===== src/rtl/serial_alu_pkg.sv =====
// Shared encodings for the bit-serial ALU: operation codes and sequencer states.
package serial_alu_pkg;

    typedef enum logic [1:0] {
        OP_AND  = 2'b00,
        OP_OR   = 2'b01,
        OP_ADD  = 2'b10,
        OP_ZERO = 2'b11
    } op_e;

    typedef enum logic [1:0] {
        IDLE = 2'b00,
        BUSY = 2'b01,
        DONE = 2'b10
    } state_e;

endpackage


===== src/rtl/serial_alu_alu1.sv =====
// One-bit ALU slice: the only datapath logic of the serial ALU.
module serial_alu_alu1
    import serial_alu_pkg::*;
(
    input  logic a,
    input  logic b,
    input  logic c,
    input  op_e  op,
    output logic res,
    output logic cout
);

    always_comb begin
        res = 1'b0;
        case (op)
            OP_AND:  res = a & b;
            OP_OR:   res = a | b;
            OP_ADD:  res = a ^ b ^ c;
            default: res = 1'b0;
        endcase
    end

    // Carry is produced for every op; the top gates it to ADD when presenting it.
    assign cout = (a & b) | (c & (a ^ b));

endmodule


===== src/rtl/serial_alu.sv =====
// Bit-serial WIDTH-bit ALU sequencer: operands shift LSB-first through one
// 1-bit slice, with the slice carry held in a flop between bits.
module serial_alu
    import serial_alu_pkg::*;
#(
    parameter int WIDTH = 32
) (
    input  logic             clk_i,
    input  logic             rst_ni,
    input  logic             req_valid_i,
    output logic             req_ready_o,
    input  logic [WIDTH-1:0] a_i,
    input  logic [WIDTH-1:0] b_i,
    input  logic [1:0]       op_i,
    input  logic             sub_i,
    output logic             resp_valid_o,
    input  logic             resp_ready_i,
    output logic [WIDTH-1:0] result_o,
    output logic             carry_o,
    output logic             zero_o
);

    localparam int CW = $clog2(WIDTH);
    localparam logic [CW-1:0] LAST = CW'(WIDTH - 1);

    state_e           state, next_state;
    logic [WIDTH-1:0] a_sh, b_sh, result_sh;
    logic [CW-1:0]    cnt;
    op_e              op_q;
    logic             sub_q;
    logic             carry_q;
    logic             accept;
    logic             sub_eff;
    logic             slice_res, slice_cout;

    always_ff @(posedge clk_i or negedge rst_ni) begin
        if (!rst_ni) state <= IDLE;
        else         state <= next_state;
    end

    always_comb begin
        next_state   = state;
        req_ready_o  = 1'b0;
        resp_valid_o = 1'b0;
        accept       = 1'b0;
        case (state)
            IDLE: begin
                req_ready_o = 1'b1;
                accept      = req_valid_i;
                if (req_valid_i) next_state = BUSY;
            end
            BUSY: begin
                if (cnt == LAST) next_state = DONE;
            end
            DONE: begin
                resp_valid_o = 1'b1;
                if (resp_ready_i) next_state = IDLE;
            end
            default: next_state = IDLE;
        endcase
    end

    // Subtraction inverts B bit by bit and seeds the carry flop with 1.
    assign sub_eff = (op_q == OP_ADD) & sub_q;

    serial_alu_alu1 alu1 (
        .a    (a_sh[0]),
        .b    (b_sh[0] ^ sub_eff),
        .c    (carry_q),
        .op   (op_q),
        .res  (slice_res),
        .cout (slice_cout)
    );

    always_ff @(posedge clk_i or negedge rst_ni) begin
        if (!rst_ni) begin
            a_sh      <= '0;
            b_sh      <= '0;
            result_sh <= '0;
            cnt       <= '0;
            op_q      <= OP_AND;
            sub_q     <= 1'b0;
            carry_q   <= 1'b0;
        end else if (accept) begin
            a_sh    <= a_i;
            b_sh    <= b_i;
            op_q    <= op_e'(op_i);
            sub_q   <= sub_i;
            carry_q <= (op_e'(op_i) == OP_ADD) & sub_i;
            cnt     <= '0;
        end else if (state == BUSY) begin
            a_sh      <= {1'b0, a_sh[WIDTH-1:1]};
            b_sh      <= {1'b0, b_sh[WIDTH-1:1]};
            result_sh <= {slice_res, result_sh[WIDTH-1:1]};
            carry_q   <= slice_cout;
            cnt       <= cnt + 1'b1;
        end
    end

    assign result_o = result_sh;
    assign carry_o  = carry_q & (op_q == OP_ADD);
    assign zero_o   = (result_sh == '0);

endmodule

===== config.mk =====
export PLATFORM = sky130hd
export DESIGN_NAME = serial_alu
export DESIGN_NICKNAME = d
export VERILOG_FILES = /design/src/rtl/serial_alu_pkg.sv /design/src/rtl/serial_alu_alu1.sv /design/src/rtl/serial_alu.sv
export SDC_FILE = /design/constraint.sdc
export NUM_CORES = 1
export LEC_CHECK = 0
export CELL_PAD_IN_SITES_DETAIL_PLACEMENT = 1
export CELL_PAD_IN_SITES_GLOBAL_PLACEMENT = 2
export CORE_MARGIN = 1.5
export CORE_UTILIZATION = 32
export DETAILED_ROUTE_END_ITERATION = 16
export PLACE_DENSITY_LB_ADDON = 0.1
export SYNTH_ARGS = -nofsm -noshare
export SYNTH_HDL_FRONTEND = slang
export SYNTH_HIERARCHICAL = 1
export SYNTH_SLANG_ARGS = --single-unit

===== constraint.sdc =====
create_clock -name clk_i -period 5.4 [get_ports clk_i]
set_clock_uncertainty 0.05 [all_clocks]
set_input_delay 1.08 -clock clk_i [delete_from_list [all_inputs] [get_ports clk_i]]
set_output_delay 1.08 -clock clk_i [all_outputs]
set_load 0.01 [all_outputs]

* Word level (Yosys, flattened, before mapping)
Cells that the tools add are included.
Storage, ports and cells: register bits 107, bits in latches 0, bits in writable memories 0, ROM bits 0, input bits 71, output and inout port bits 36, word-level logic and storage cells 51, memories 0
Operators by class: add/sub/neg operators 1, $mul 0, div/mod/pow operators 0, order comparisons 0, equality and inequality tests 9, shift operators 0, muxes and demuxes 16, bitwise operators 11, reduce and logical (&&, ||, !) cells 6
Operator list (number):
- two-way mux 32 bit | 4
- logical NOT 32 bit | 1
- two-way mux 5 bit | 2
- == test 2 bit, second input constant | 3
- two-way mux 2 bit | 3
- inequality test 2 bit, second input constant | 3
- one-hot mux 2 bit (3 select lines) | 1
- adder 5 x 1 -> 5 bit, second input constant | 1
- AND 1 bit | 5
- == test 5 bit, second input constant | 1
- two-way mux 1 bit | 5
- == test 2 x 1 -> 1 bit, second input constant | 2
- logical NOT 2 bit | 2
- one-hot mux 1 bit (3 select lines) | 1
- AND reduction 3 bit | 1
- XOR 1 bit | 3
- OR 1 bit | 2
- AND reduction 2 bit | 1
- nonzero test 2 bit | 1
- inverter 1 bit | 1

* Depth between registers and ports, before layout
Gate-level depths: netlist of run 1.
depth after elaboration 8, mapped depth 7, depth with buffers taken out 7

* Cells and area by module
The synthesis of run 1 kept the hierarchy.
Modules (own cells, without submodules):
- serial_alu | times used 1, cells each 472, area an instance 4489.3 um^2, sequential area each 2677.6 um^2
- serial_alu_alu1 | times used 1, cells each 8, area an instance 75.1 um^2, sequential area each 0.0 um^2

* Worst setup path before layout of run 1
Ideal clock, no wire load.
kind register to output, start reg result_sh[24], in the netlist result_o[24], end out zero_o, arrival 0.985 ns, slack 3.285 ns, stages on the path, launching flop included 4, buffers on the path 0, cells stage by stage dfrtp_1 -> nor4_1 -> nand4_1 -> nor2_1
On the way: cells in the longest elaborated chain, start to end 1
RTL lines:
- start, declared | RTL line serial_alu.sv:27 | logic [WIDTH-1:0] a_sh, b_sh, result_sh;
- start signal, assigned | RTL line serial_alu.sv:94 | result_sh <= {slice_res, result_sh[WIDTH-1:1]};
- logical NOT 32 bit | RTL line serial_alu.sv:102 | assign zero_o = (result_sh == '0);
- end, declared | RTL line serial_alu.sv:20 | output logic zero_o
Every way passes these cells.

* Worst setup path after layout of run 1
Same ends and word-level chain as after synthesis.

==> metrics.yaml, run 1 <==
synth_top_area_cell: "dfrtp_1"
cp.arrival_ns: 1.98
cts_buffers: 9
criticalPathCategory: "reg -> out"
yosysUniqueCellTypes: 31
cts_max_level: 3
drive_gt1_share_pct: 4.50
hold_buffers: 0
grt_pass1_vias: 3776
min_delay_worst_endpoint: "a_sh[27]$_DFFE_PN0P_"
synth_area_leaders: "dfrtp_1 (59%), nand2_1 (19%), a22oi_1 (10%), buf_2 (2.0%), ha_1 (1.1%)"
dr_wl_met2_um: 5280
power.leakage_nw: 2.89
drv_slew: 0
hold_path_class: "reg -> reg"
met1_length_um: 5640
seq_area_frac_synth_pct: 58.7
hpwl_um: 7600
grt_antenna_before_repair: 0
io_buffers: 106
final_cell_mix: "nand2_1 (230), dfrtp_1 (107), clkdlybuf4s50_1 (105)"
fp.dieW_um: 122
route.vias.total: 3686
wl_met3_um: 608
synthCells: 480
gp_congestion: 0.720
grt_max_degree: 77
synth_top_area_share_pct: 58.7
r2r_cells: 4
netlist_area_mm2: 0.00456
avgSynthCellArea_um2: 9.51
clockBufferDepth: 2
r2r_start: "state[0]$_DFFE_PN0P_"
start_util_pct: 32.9
reg2reg_slack_ns: 2.83
vdd_drop_max_v: 0.000206
hold_viol: 0
final_core_util_pct: 43.4
fin_setup_tns_ns: 0
required_ns: 4.27
yosysWarnings: 6
finalCriticalPeriod_ns: 3.11
drt-initial-drc-count: 214
via_per_inst: 4.86
post-route-drc-count: 0
area_growth_pct: 32.1
end_kind: "output pin"
drt_pass1_iterations: 4
antenna_cells: 0
worstReg2RegEnd: "carry_q$_DFFE_PN0P_"
cts_tree: "yes"
crit_fanout: 4
top_layer_used: "met4"
drv_cap: 0
cellPowerDensity_mw_per_mm2: 521
overflow: 0
outcome: "completed"
grt_pass1_wl_um: 19400
clock.fmax_mhz: 321
hold_slack_ns: 0.429
cts.sinks: 107
yosys_register_bits: 107
relSlewSlack_pct: 34.9
clk_pin_slew_ns: 0.07
cts_setup_buffers: 0
die-height_um: 122
rows: 43
rsz0062_at_grt: "false"
ctsResizeCount: 0
finalSetupViolCount: 0
wl_per_cell_um: 15.3
start_kind: "flip-flop"
io_pins: 107
root_buffer: "clkbuf_16"
clock_latency_ns: 0.35
num-nets-final: 649
dieArea_mm2: 0.0150
worstMarginPinSlew_ns: 0.977
wl_um: 11600
core-area_mm2: 0.0139
ant_nets: 0
holdPathStages: 2
hold_start: "a_sh[27]$_DFFE_PN0P_"
track_usage_pct: 16.5
synthesis.nets: 556
power_mw: 3.14
finalCritPeriodShare_pct: 57.6
mostFrequentLayoutCell: "nand2_1"
## cell families after synthesis
group	count (synthesis)	synth area share, %
and+or+nand+nor	252	22.1
AOI/OAI and AO/OA	76	12.1
DFF	107	58.7
buffers and inverters	33	4.11
xor gates and xnor gates	2	0.384
muxes	5	1.18
adders and majority gates	5	1.54
## routing by layer
| metal | global-route usage (%) | vias to the layer above |
|---|---|---|
| met4 | 3.71 | 0 |
| met5 | 0 | - |
| met2 | 24.9 | 73 |
| met1 | 23.3 | 1827 |
| li1 | - | 1779 |
| met3 | 5.07 | 7 |
## stage by stage
| stage | cells | setup WS [ns] | area [um2] |
|---|---|---|---|
| 6_report | 758 | 2.29 | 6030 |
| 5_1_grt | 758 | 2.18 | 6030 |
| 4_1_cts | 758 | 2.25 | 6030 |
| 3_5_place_dp | 742 | 2.28 | 5740 |
| 3_3_place_gp | 742 | 2.31 | 5740 |
| 2_1_floorplan | 480 | 3.29 | 4560 |
## worst max-delay path: stages (launching register included)
cell	delay, ns
dfrtp_1	0.41
nor4_1	0.36
nand4_1	0.19
nor2_1	0.14
clkdlybuf4s50_1	0.54
## final cells by class
cell class	count	area, um2
clock buffers	14	254
clock inverters	2	35.0
fillers	1606	7850
inverters	3	11.3
multi-input cells	340	1720
flip-flops and latches	107	2680
well taps	180	225
repair buffers	112	1100
## flip-flops by register name, indices dropped and copies added (netlist names)
signal	flops
a_sh	32
b_sh	32
result_o	32
cnt	5
op_q	2
state	2
carry_q	1
sub_q	1
## power by group
group / total, mW / internal, mW / switching [mW]
Combinational: 1.09 / 0.523 / 0.564
Sequential: 1.40 / 1.14 / 0.262
Clock: 0.653 / 0.373 / 0.280
Total: 3.14 / 2.04 / 1.11
## synth_stat cells, drive strengths merged
cell / n
nand2: 230
nand3: 1
o21ai: 8
and3b: 1
a21oi: 1
nor2: 2
nand3b: 1
fa: 1
clkbuf: 5
inv: 3
nor4: 8
ha: 4
nand4: 2
o21ba: 1
xor2: 1
a22o: 1
mux2i: 2
mux2: 3
nand2b: 2
nor3b: 1
and3: 1
buf: 25
o22ai: 1
nand4b: 1
dfrtp: 107
a22oi: 62
nor2b: 2
xnor2: 1
o21bai: 2
## worst max-delay path by stage
stage | from | to | slack, ns | depth (start not counted)
floorplan | result_o[24]$_DFFE_PN0P_ | zero_o | 3.29 | 3
detailed placement | req_valid_i | b_sh[26]$_DFFE_PN0P_ | 2.28 | 5
CTS | result_o[24]$_DFFE_PN0P_ | zero_o | 2.25 | 4
finish | result_o[24]$_DFFE_PN0P_ | zero_o | 2.29 | 4
global route | result_o[24]$_DFFE_PN0P_ | zero_o | 2.18 | 4
global placement | req_valid_i | cnt[2]$_DFFE_PN0P_ | 2.31 | 4
(Power assumes the default switching activity.)
==> run 2, diff against run 1 <==
--- a/config.mk
+++ b/config.mk
@@ -8,7 +8,7 @@
 export CELL_PAD_IN_SITES_DETAIL_PLACEMENT = 1
 export CELL_PAD_IN_SITES_GLOBAL_PLACEMENT = 2
 export CORE_MARGIN = 1.5
-export CORE_UTILIZATION = 32
+export CORE_UTILIZATION = 27
 export DETAILED_ROUTE_END_ITERATION = 16
 export PLACE_DENSITY_LB_ADDON = 0.1
 export SYNTH_ARGS = -nofsm -noshare
==> constraint.sdc (replaced) <==
create_clock -name clk_i -period 2.6 [get_ports clk_i]
set_clock_uncertainty 0.05 [all_clocks]
set_input_delay 0.52 -clock clk_i [delete_from_list [all_inputs] [get_ports clk_i]]
set_output_delay 0.52 -clock clk_i [all_outputs]
set_load 0.01 [all_outputs]
==> run 2 against run 1 <==
Non-clock buffer count increased by 3. Sequential share of layout area is 1.9 points lower. Global-route usage shrank 1.7 points. Critical path type unchanged.
==> metrics.yaml, run 2 (synthesis gave the netlist of run 1 again) <==
outcome: "completed"
hold_viol: 0  # unchanged
start_kind: "flip-flop"
criticalPathCategory: "reg -> out"
ctsResizeCount: 0  # unchanged
worstReg2RegEnd: "result_o[31]$_DFFE_PN0P_"
wl_um: 12300  # +6.0%
required_ns: 2.03  # -2.24 ns
cts.sinks: 107  # unchanged
drive_gt1_share_pct: 6.54  # +2.0 points
grt_pass1_wl_um: 20900  # +8.0%
hold_buffers: 0  # unchanged
fin_setup_tns_ns: 0  # unchanged
cp.arrival_ns: 1.93  # -0.05 ns
seq_power_share_pct: 41.3  # -3.3 points
route.vias.total: 3683  # -0.081%
rows: 47  # +9.3%
power.leakage_nw: 2.98  # +3.1%
track_usage_pct: 14.7  # -1.7 points
fp.dieW_um: 133  # +8.6%
reg2reg_slack_ns: 0.67  # -2.16 ns
finalCriticalPeriod_ns: 2.50
clock_latency_ns: 0.34  # about the same
finalSetupViolCount: 0  # unchanged
drv_cap: 0  # unchanged
cts_setup_buffers: 0  # unchanged
post-route-drc-count: 0  # unchanged
overflow: 0  # unchanged
dieArea_mm2: 0.0177  # +18%
grt_max_degree: 72  # -6.5%
end_kind: "output pin"
clockPowerShare_pct: 25.2  # +4.4 points
rsz0062_at_grt: "false"
via_per_inst: 4.60  # -5.4%
final_cell_mix: "nand2_1 (230), dfrtp_1 (107), clkdlybuf4s50_1 (105)"
relSlewSlack_pct: 60.7  # +26 points
cts_tree: "yes"
crit_fanout: 4  # unchanged
finalCritPeriodShare_pct: 96.0
grt_pass1_vias: 4054  # +7.4%
cts_max_level: 3  # unchanged
worstMarginPinSlew_ns: 0.589  # -0.388 ns
r2r_start: "op_q[0]$_DFFE_PN0P_"
clockBufferDepth: 2  # unchanged
mostFrequentLayoutCell: "nand2_1"
drt_pass1_iterations: 4  # unchanged
hold_slack_ns: 0.117  # -0.312 ns
internal_power_mw: 4.66  # +130%
num-nets-final: 652  # +0.46%
clk_pin_slew_ns: 0.07  # about the same
antenna_cells: 0  # unchanged
hold_path_class: "in -> async"
comb_power_share_pct: 33.5  # -1.1 points
p_sw_share_pct: 33.9  # -1.3 points
ant_nets: 0  # unchanged
fillers: 1856  # +16%
hpwl_um: 8060  # +6.0%
drt-initial-drc-count: 112  # -48%
clock.fmax_mhz: 401
cellPowerDensity_mw_per_mm2: 1120  # +110%
drv_slew: 0  # unchanged
vdd_drop_max_v: 0.000349  # +70%
r2r_cells: 7  # +3
wl_per_cell_um: 15.4  # +0.35%
io_pins: 107  # unchanged
cts_buffers: 9  # unchanged
p_sw_mw: 2.39  # +120%
gp_congestion: 0.719  # about the same
area_growth_pct: 38.0
die-height_um: 133  # +8.6%
io_buffers: 106  # unchanged
grt_antenna_before_repair: 1  # +1
root_buffer: "clkbuf_16"
start_util_pct: 27.6  # -5.3 points
core-area_mm2: 0.0165  # +19%
run 2: cell count changes in the layout (fill, tap and decap cells not counted), sizes merged:
cell and change:
clkbuf -5, bufinv +4, buf +3, clkinv +1
run 2: layout make-up:
| cell class | count | area (um2) | area share [%] |
|---|---|---|---|
| well taps | 220 | 275 | 4.37 |
| clock buffers | 9 | 225 | 3.58 |
| flip-flops and latches | 107 | 2680 | 42.5 |
| multi-input cells | 340 | 1760 | 27.9 |
| clock inverters | 7 | 164 | 2.60 |
| inverters | 3 | 11.3 | 0.179 |
| repair buffers | 115 | 1190 | 18.9 |
run 2: routing by layer:
metal | global-route usage [%] | part of all wire [%]
met1 | 18.4 | 46
met2 | 25.4 | 48
met3 | 3.22 | 4.4
met4 | 4.76 | 1.2
met5 | 0 | 0.11
run 2: metrics by stage:
stage | setup slack, ns | cell area [um2] | power, mW | utilization, % | instances
after global routing | 0.00835 | 6300 | 7.63 | 38.1 | 801
after global placement | 0.396 | 5880 | 5.24 | 35.6 | 785
after detailed placement | 0.400 | 5880 | 5.33 | 35.6 | 785
final | 0.105 | 6300 | 7.06 | 38.1 | 801
after CTS | 0.00465 | 6270 | 7.16 | 37.9 | 801
after floorplan | 0.864 | 4560 | 4.27 | - | 480
run 2: how the worst max path moves through the flow:
stage,start,end,slack (ns),cells after the start
floorplan,op_q[0]$_DFFE_PN0P_,result_o[31]$_DFFE_PN0P_,0.86,7
global placement,result_o[24]$_DFFE_PN0P_,zero_o,0.40,4
detailed placement,result_o[16]$_DFFE_PN0P_,zero_o,0.40,4
CTS,result_o[16]$_DFFE_PN0P_,zero_o,0.005,4
global route,result_o[16]$_DFFE_PN0P_,zero_o,0.008,4
finish,result_o[16]$_DFFE_PN0P_,zero_o,0.10,4
run 2: power groups by stage:
stage / combinational (mW) / clock (mW) / sequential, mW
4_1_cts: 2.42 / 1.84 / 2.90
6_report: 2.36 / 1.78 / 2.91
3_5_place_dp: 2.41 / 0 / 2.92
5_1_grt: 2.70 / 1.90 / 3.03
2_1_floorplan: 1.39 / 0 / 2.88
3_3_place_gp: 2.36 / 0 / 2.87
run 2: critical path, cell delays in order, from the launching register on:
cell	delay (ns)
dfrtp_1	0.43
nor4_2	0.32
nand4_1	0.16
nor2_1	0.13
clkdlybuf4s50_1	0.55
